### src/rtl/bg_pixel_pipe.sv
// ---------------------------------------------------------------------------
// bg_pixel_pipe
//   Background/window pixel pipeline for the PPU draw phase. A four-state
//   tile fetcher walks the tile map, reads two bytes of tile data through a
//   single-port VRAM with one cycle of read latency, and pushes eight pixels
//   at a time into a small pixel FIFO. The LCD stage pops one pixel per
//   cycle. Fine horizontal scroll is applied by silently dropping the first
//   scx[2:0] pixels. The window is switched in mid-line by flushing the FIFO
//   and restarting the fetcher on the window map.
//
// Ports
//   clk, rst     clock, synchronous active-high reset
//   start        one-cycle pulse: begin line `ly` (aborts a line in progress)
//   ly           line number, sampled on start
//   lcdc         LCD control register (tile maps, tile data mode, enables)
//   scx, scy     background scroll, sampled on start
//   wx, wy       window position, sampled on start (wy compared on start)
//   vram_addr    VRAM byte address (0x8000-relative)
//   vram_in      VRAM read data, valid the cycle after the address
//   pix_valid    pix_out holds a visible pixel
//   pix_out      colour index (0 when the background is disabled)
//   pop          consumer takes pix_out this cycle
//   lx           x index of the pixel being presented
//   busy         line in progress
//   line_done    one-cycle pulse after the last pixel of the line is popped
// ---------------------------------------------------------------------------
package bg_pixel_pkg;
   typedef struct packed {
      logic lcd_ena;
      logic win_tile_map;
      logic win_ena;
      logic bg_win_tile_data;
      logic bg_tile_map;
      logic obj_size;
      logic obj_ena;
      logic bg_ena;
   } lcdc_t;
endpackage

module bg_pixel_pipe
   import bg_pixel_pkg::*;
#(
   parameter int FIFO_DEPTH = 16,
   parameter int BPP        = 2,
   parameter int LINE_W     = 160
) (
   input  logic           clk,
   input  logic           rst,
   input  logic           start,
   input  logic [7:0]     ly,
   input  lcdc_t          lcdc,
   input  logic [7:0]     scx,
   input  logic [7:0]     scy,
   input  logic [7:0]     wx,
   input  logic [7:0]     wy,
   output logic [12:0]    vram_addr,
   input  logic [7:0]     vram_in,
   output logic           pix_valid,
   output logic [BPP-1:0] pix_out,
   input  logic           pop,
   output logic [7:0]     lx,
   output logic           busy,
   output logic           line_done
);

   localparam int PW = $clog2(FIFO_DEPTH);
   localparam int CW = PW + 1;

   typedef enum logic [2:0] {
      S_IDLE,
      S_TILE,
      S_LOW,
      S_HIGH,
      S_PUSH
   } state_t;

   state_t         r_state;
   logic           r_busy;
   logic [7:0]     r_lx;
   logic           r_line_done;
   logic [2:0]     r_discard;
   logic [7:0]     r_row;
   logic [4:0]     r_col;
   logic [7:0]     r_tile_id;
   logic [7:0]     r_low;
   logic           r_win_mode;
   logic           r_win_latch;
   logic [7:0]     r_win_ly;
   logic [7:0]     r_wx;
   logic [PW-1:0]  r_wr_ptr;
   logic [PW-1:0]  r_rd_ptr;
   logic [CW-1:0]  r_count;
   logic [BPP-1:0] r_fifo [FIFO_DEPTH];

   logic [7:0]     w_win_x;
   logic           w_win_in_line;
   logic           w_win_trig;
   logic           w_fifo_empty;
   logic           w_pix_valid;
   logic           w_rd;
   logic           w_free_ok;
   logic           w_push;
   logic           w_last_pop;
   logic           w_map_sel;
   logic [12:0]    w_vram_addr;
   logic [BPP-1:0] w_head;
   logic [BPP-1:0] w_push_pix [8];
   logic           w_unused;

   // Register bits this block has no use for.
   assign w_unused = &{1'b0, lcdc.lcd_ena, lcdc.obj_size, lcdc.obj_ena};

   // Tile data address for both addressing modes. In signed mode the tile id
   // is a two's-complement offset from 0x1000, which reduces to flipping the
   // top address bit relative to the id's sign bit.
   function automatic logic [12:0] f_data_addr(input logic [7:0] id,
                                               input logic [2:0] fy,
                                               input logic       h,
                                               input logic       unsigned_mode);
      if (unsigned_mode)
         return {1'b0, id, fy, h};
      else
         return {~id[7], id[7], id[6:0], fy, h};
   endfunction

   // Window start column; wx below 7 clamps to the left edge.
   assign w_win_x       = (r_wx < 8'd7) ? 8'd0 : r_wx - 8'd7;
   assign w_win_in_line = (int'(r_wx) < LINE_W + 7);

   // The trigger pre-empts the pixel sitting at lx this cycle, so it also
   // masks pix_valid and blocks any read or push.
   assign w_win_trig = r_busy && r_win_latch && lcdc.win_ena && !r_win_mode &&
                       w_win_in_line && (r_lx == w_win_x);

   assign w_fifo_empty = (r_count == '0);
   assign w_pix_valid  = r_busy && !w_fifo_empty && (r_discard == 3'd0) && !w_win_trig;
   assign w_rd         = r_busy && !w_fifo_empty && !w_win_trig &&
                         ((r_discard != 3'd0) || pop);
   assign w_free_ok    = (r_count <= CW'(FIFO_DEPTH - 8));
   assign w_push       = (r_state == S_PUSH) && w_free_ok && !w_win_trig;
   assign w_last_pop   = w_pix_valid && pop && (r_lx == 8'(LINE_W - 1));
   assign w_map_sel    = r_win_mode ? lcdc.win_tile_map : lcdc.bg_tile_map;

   // Eight pixels of the tile row, leftmost (bit 7) first.
   for (genvar gi = 0; gi < 8; gi++) begin : g_push_pix
      assign w_push_pix[gi] = BPP'({vram_in[7-gi], r_low[7-gi]});
   end

   // The low-byte address is formed straight from vram_in because the tile
   // id only arrives in that same cycle; from HIGH onward the captured copy
   // is used. PUSH keeps the high-byte address so vram_in stays valid while
   // the fetcher waits for FIFO room.
   always_comb begin
      w_vram_addr = '0;
      case (r_state)
         S_TILE:         w_vram_addr = {2'b11, w_map_sel, r_row[7:3], r_col};
         S_LOW:          w_vram_addr = f_data_addr(vram_in, r_row[2:0], 1'b0,
                                                   lcdc.bg_win_tile_data);
         S_HIGH, S_PUSH: w_vram_addr = f_data_addr(r_tile_id, r_row[2:0], 1'b1,
                                                   lcdc.bg_win_tile_data);
         default:        w_vram_addr = '0;
      endcase
   end

   always_ff @(posedge clk) begin
      if (rst) begin
         r_state     <= S_IDLE;
         r_busy      <= 1'b0;
         r_lx        <= '0;
         r_line_done <= 1'b0;
         r_discard   <= '0;
         r_row       <= '0;
         r_col       <= '0;
         r_tile_id   <= '0;
         r_low       <= '0;
         r_win_mode  <= 1'b0;
         r_win_latch <= 1'b0;
         r_win_ly    <= '0;
         r_wx        <= '0;
         r_wr_ptr    <= '0;
         r_rd_ptr    <= '0;
         r_count     <= '0;
      end else if (start) begin
         r_state     <= S_TILE;
         r_busy      <= 1'b1;
         r_lx        <= '0;
         r_line_done <= 1'b0;
         r_discard   <= scx[2:0];
         r_row       <= ly + scy;
         r_col       <= scx[7:3];
         r_win_mode  <= 1'b0;
         r_wx        <= wx;
         // The y latch survives across lines until the frame restarts at ly 0.
         r_win_latch <= ((ly != 8'd0) && r_win_latch) || (lcdc.win_ena && (ly == wy));
         if (ly == 8'd0)
            r_win_ly <= '0;
         r_wr_ptr    <= '0;
         r_rd_ptr    <= '0;
         r_count     <= '0;
      end else begin
         r_line_done <= 1'b0;
         if (w_last_pop) begin
            r_state     <= S_IDLE;
            r_busy      <= 1'b0;
            r_lx        <= '0;
            r_line_done <= 1'b1;
            r_discard   <= '0;
            r_win_ly    <= r_win_ly + {7'd0, r_win_mode};
            r_wr_ptr    <= '0;
            r_rd_ptr    <= '0;
            r_count     <= '0;
         end else if (w_win_trig) begin
            r_state    <= S_TILE;
            r_win_mode <= 1'b1;
            r_row      <= r_win_ly;
            r_col      <= '0;
            r_discard  <= '0;
            r_wr_ptr   <= '0;
            r_rd_ptr   <= '0;
            r_count    <= '0;
         end else begin
            case (r_state)
               S_TILE: r_state <= S_LOW;
               S_LOW: begin
                  r_tile_id <= vram_in;
                  r_state   <= S_HIGH;
               end
               S_HIGH: begin
                  r_low   <= vram_in;
                  r_state <= S_PUSH;
               end
               S_PUSH: begin
                  if (w_free_ok) begin
                     r_col   <= r_col + 5'd1;
                     r_state <= S_TILE;
                  end
               end
               default: r_state <= S_IDLE;
            endcase

            if (w_push)
               r_wr_ptr <= r_wr_ptr + PW'(8);

            // Reads either drop a fine-scroll pixel or hand one to the consumer.
            if (w_rd) begin
               r_rd_ptr <= r_rd_ptr + PW'(1);
               if (r_discard != 3'd0)
                  r_discard <= r_discard - 3'd1;
               else
                  r_lx <= r_lx + 8'd1;
            end

            r_count <= r_count + (w_push ? CW'(8) : CW'(0)) - (w_rd ? CW'(1) : CW'(0));
         end
      end
   end

   // Pixel storage; occupancy is tracked above, so the data needs no reset.
   always_ff @(posedge clk) begin
      if (w_push) begin
         for (int k = 0; k < 8; k++)
            r_fifo[r_wr_ptr + PW'(k)] <= w_push_pix[k];
      end
   end

   assign w_head    = r_fifo[r_rd_ptr];
   assign vram_addr = w_vram_addr;
   assign pix_valid = w_pix_valid;
   assign pix_out   = (w_pix_valid && lcdc.bg_ena) ? w_head : '0;
   assign lx        = r_lx;
   assign busy      = r_busy;
   assign line_done = r_line_done;

endmodule

### config.mk
export PLATFORM = sky130hd
export DESIGN_NAME = bg_pixel_pipe
export DESIGN_NICKNAME = d
export VERILOG_FILES = /design/src/rtl/bg_pixel_pipe.sv
export SDC_FILE = /design/constraint.sdc
export NUM_CORES = 1
export LEC_CHECK = 0
export ABC_CLOCK_PERIOD_IN_PS = 4100
export BUFFER_PORTS_ARGS = -buffer_cell sky130_fd_sc_hd__buf_2
export CAP_MARGIN = 20
export CORE_MARGIN = 2
export CORE_UTILIZATION = 50
export DETAILED_ROUTE_END_ITERATION = 7
export GPL_ROUTABILITY_DRIVEN = 0
export MAX_ROUTING_LAYER = met4
export PLACE_DENSITY = 0.69
export SLEW_MARGIN = 15
export SYNTH_ARGS = -nofsm -noshare
export SYNTH_HDL_FRONTEND = slang
export SYNTH_SLANG_ARGS = --single-unit
### constraint.sdc
create_clock -name clk -period 4.1 [get_ports clk]
set_input_delay 0.205 -clock clk [delete_from_list [all_inputs] [get_ports clk]]
set_output_delay 0.205 -clock clk [all_outputs]
set_load 0.03 [all_outputs]
==> flow_summary.ini <==
[outcome]
status = completed

[sta]
fin_crit_sh = 0.8792
fin_crit_ns = 3.605
fmax_mhz = 277.4
hold_viol = 0
relSlewSlack = 0.3636
rsz0062_at_grt = false
setup_violations = 0
max_slew.worst_pin.slew_ns = 0.9535
skew_ns = 0.009889
tns_ns = 0
finalMaxSlewViolations = 0

[global_routing]
grt_max_degree = 33
grt_pass1_wl_um = 23120
grt_pass1_vias = 4631
grt_overflow_total = 0
grt_antenna_before_repair = 0
grt_usage = 0.2426

[routing]
via_count = 4694
drt-total-wl_um = 14040
topRoutingLayerUsed = met4
ant_nets = 0
wl_met1_um = 6365
drtPass1Iterations = 5
wl_met2_um = 6460
wl_per_cell_um = 17.41
via_per_inst = 5.824
drc = 0
route.met3.wl_um = 890
drtIter0Drc = 369

[setup_path]
end_kind = output port
r2r_start = r_wx[0]$_SDFFE_PP0P_
required_ns = 3.89
reg2reg_to = r_count[2]$_SDFF_PP0_
cp_max_fo = 19
cp-start-kind = flip-flop
ff2ff_path_depth = 13
critical_path_class = reg -> out
cp.arrival_ns = 3.40
r2r_slack_ns = 0.56
timing.critical_path.to = pix_out[0]
crit_start = r_wx[0]$_SDFFE_PP0P_

[final_layout]
area_growth_pct = 13.82
nets = 743
drive_gt1_frac = 0.1847
final_cell_area_mm2 = 0.006482
multiInputGateArea_mm2 = 0.002958
fillers = 957
stdcell_count = 806
register_area_mm2 = 0.002502
final_util = 0.5902
num_antenna_cells = 0

[yosys]
synth_cells = 596
netlist_area_mm2 = 0.005695
synth_commonest_cells = nand2_1, dfxtp_1, nor2_1, edfxtp_1, mux2i_1
yosysSeqAreaShare = 0.4394
synth_edf_count = 32
synth_top_area_frac = 0.2707
yosysTopAreaCell = dfxtp_1
synth_cell_types = 63
ys_ff_latch = 109
syn_nets = 678
synth_most_common_cell = nand2_1
avgSynthCellArea_um2 = 9.556
async_flop_share = 0
synth_area_leaders = dfxtp_1, edfxtp_1, nand2_1, mux2i_1, ha_1
yosysWarnings = 0
ys.flop_type = dfxtp_1

[place]
place_area_mm2 = 0.006151
port_buffers = 82
place_inst = 790
dpl.hpwl_um = 10470

[clocking]
cts_hold_buf = 0
cts_tree = done
htree_levels = 3
numClockSinks = 109
cts-buffers-inserted = 9
clock_latency_ns = 0.36
cts_root_buf = clkbuf_16
clkSlewWorstSetupHoldPaths_ns = 0.08
cts_setup_buffers = 0
cts_max_path_buffers = 2
cts_resized = 0

[floorplan]
die_w_um = 110.7
start_util = 0.5186
core-area_mm2 = 0.01098
num_rows = 38
top_level_ports = 86
die_area_mm2 = 0.01226
die_h_um = 110.7

[flow_run]
cap_violations = 0

[power]
p_per_area_mw_per_mm2 = 372.5
power.leakage_nw = 2.586
vdd_ir_drop_max_mv = 0.2543

[min_path]
hold_path_class = in -> reg
## logic make-up after synthesis
| group | after synthesis | share of synthesized area |
|---|---|---|
| compound gates | 118 | 0.1399 |
| xor+xnor | 31 | 0.04767 |
| fa+ha+maj | 22 | 0.05097 |
| buf+inv | 53 | 0.04130 |
| flops | 109 | 0.4394 |
| mux | 41 | 0.09446 |
| simple gates | 222 | 0.1863 |
## critical path, cell delays in order, from the launching register on
cell	delay, ns
dfxtp_1	0.38
ha_1	0.30
a211oi_4	0.36
mux2_1	0.35
or4_1	0.43
a22oi_1	0.23
nand3_1	0.20
buf_4	0.27
nand4_1	0.25
nor2b_1	0.08
buf_2	0.18
## layout make-up
| class | count | share of cell area |
|---|---|---|
| Timing Repair Buffer | 85 | 0.06678 |
| Inverter | 22 | 0.01274 |
| Tap cell | 140 | 0.02702 |
| Multi-Input combinational cell | 434 | 0.4563 |
| Clock buffer | 10 | 0.03860 |
| Clock inverter | 6 | 0.01255 |
| Sequential cell | 109 | 0.3860 |
## sequential cells by signal (all words and copies together) (netlist names), 3 cells and up, named ones only
name / count
r_row: 8
r_low: 8
r_rd_ptr: 4
r_count: 5
lx: 8
r_fifo: 32
r_wx: 8
r_state: 3
r_tile_id: 8
r_col: 5
r_win_ly: 8
r_discard: 3
## through the flow
stage               hold WS [ns]  power (mW)  worst slack [ns]
floorplan                 0.3039       1.378            0.7247
detailed placement        0.4048       1.480            0.5997
global route             0.05619       2.506            0.2876
finish                   0.03677       2.415            0.4951
global placement          0.3992       1.470            0.7264
CTS                      0.03139       2.426            0.5167
## where the power goes
| part | switching, mW | total [mW] | internal (mW) |
|---|---|---|---|
| sequential | 0.0308 | 1.16 | 1.13 |
| clock | 0.428 | 0.957 | 0.529 |
| combinational | 0.175 | 0.298 | 0.124 |
| total | 0.634 | 2.41 | 1.78 |
## worst min-delay path by stage
stage | from | end | slack [ns] | cells past startpoint
6_report | scx[5] | r_col[2]$_SDFFE_PP0P_ | 0.04 | 3
5_1_grt | scx[7] | r_col[4]$_SDFFE_PP0P_ | 0.06 | 3
4_1_cts | scx[5] | r_col[2]$_SDFFE_PP0P_ | 0.03 | 3
3_5_place_dp | scx[5] | r_col[2]$_SDFFE_PP0P_ | 0.40 | 3
3_3_place_gp | scx[4] | r_col[1]$_SDFFE_PP0P_ | 0.40 | 3
2_1_floorplan | vram_in[7] | r_fifo[0][1]$_DFFE_PP_ | 0.30 | 0
## routing by layer
layer	vias up	track usage
met2	158	0.3730
met3	29	0.04046
met1	2235	0.3245
met5	-	-
li1	2272	-
met4	0	0.09167
## placed cells by master, fill, tap and decap left out, types with 3 or more instances in the layout
master and instances:
a311oi_1 4, nor2_1 48, and3_1 5, inv_8 3, a31oi_1 5, mux4_2 10, o21a_1 5, buf_2 82
inv_1 22, o21ai_1 8, or3_1 8, buf_4 3, nand3_1 12, nand4_1 13, edfxtp_1 32, a21o_1 10
mux2i_1 29, nand2_1 88, xor2_1 13, or2_2 5, nand2b_1 8, and2_1 3, or4_1 4, a2111oi_0 6
clkbuf_16 10, a21oi_1 21, a22oi_1 13, xnor2_1 18, nor3_1 7, dfxtp_1 77, ha_1 20, o21ai_0 25
nor4_1 3, nor2b_1 9
No activity file was read; power rests on OpenSTA's default activity.
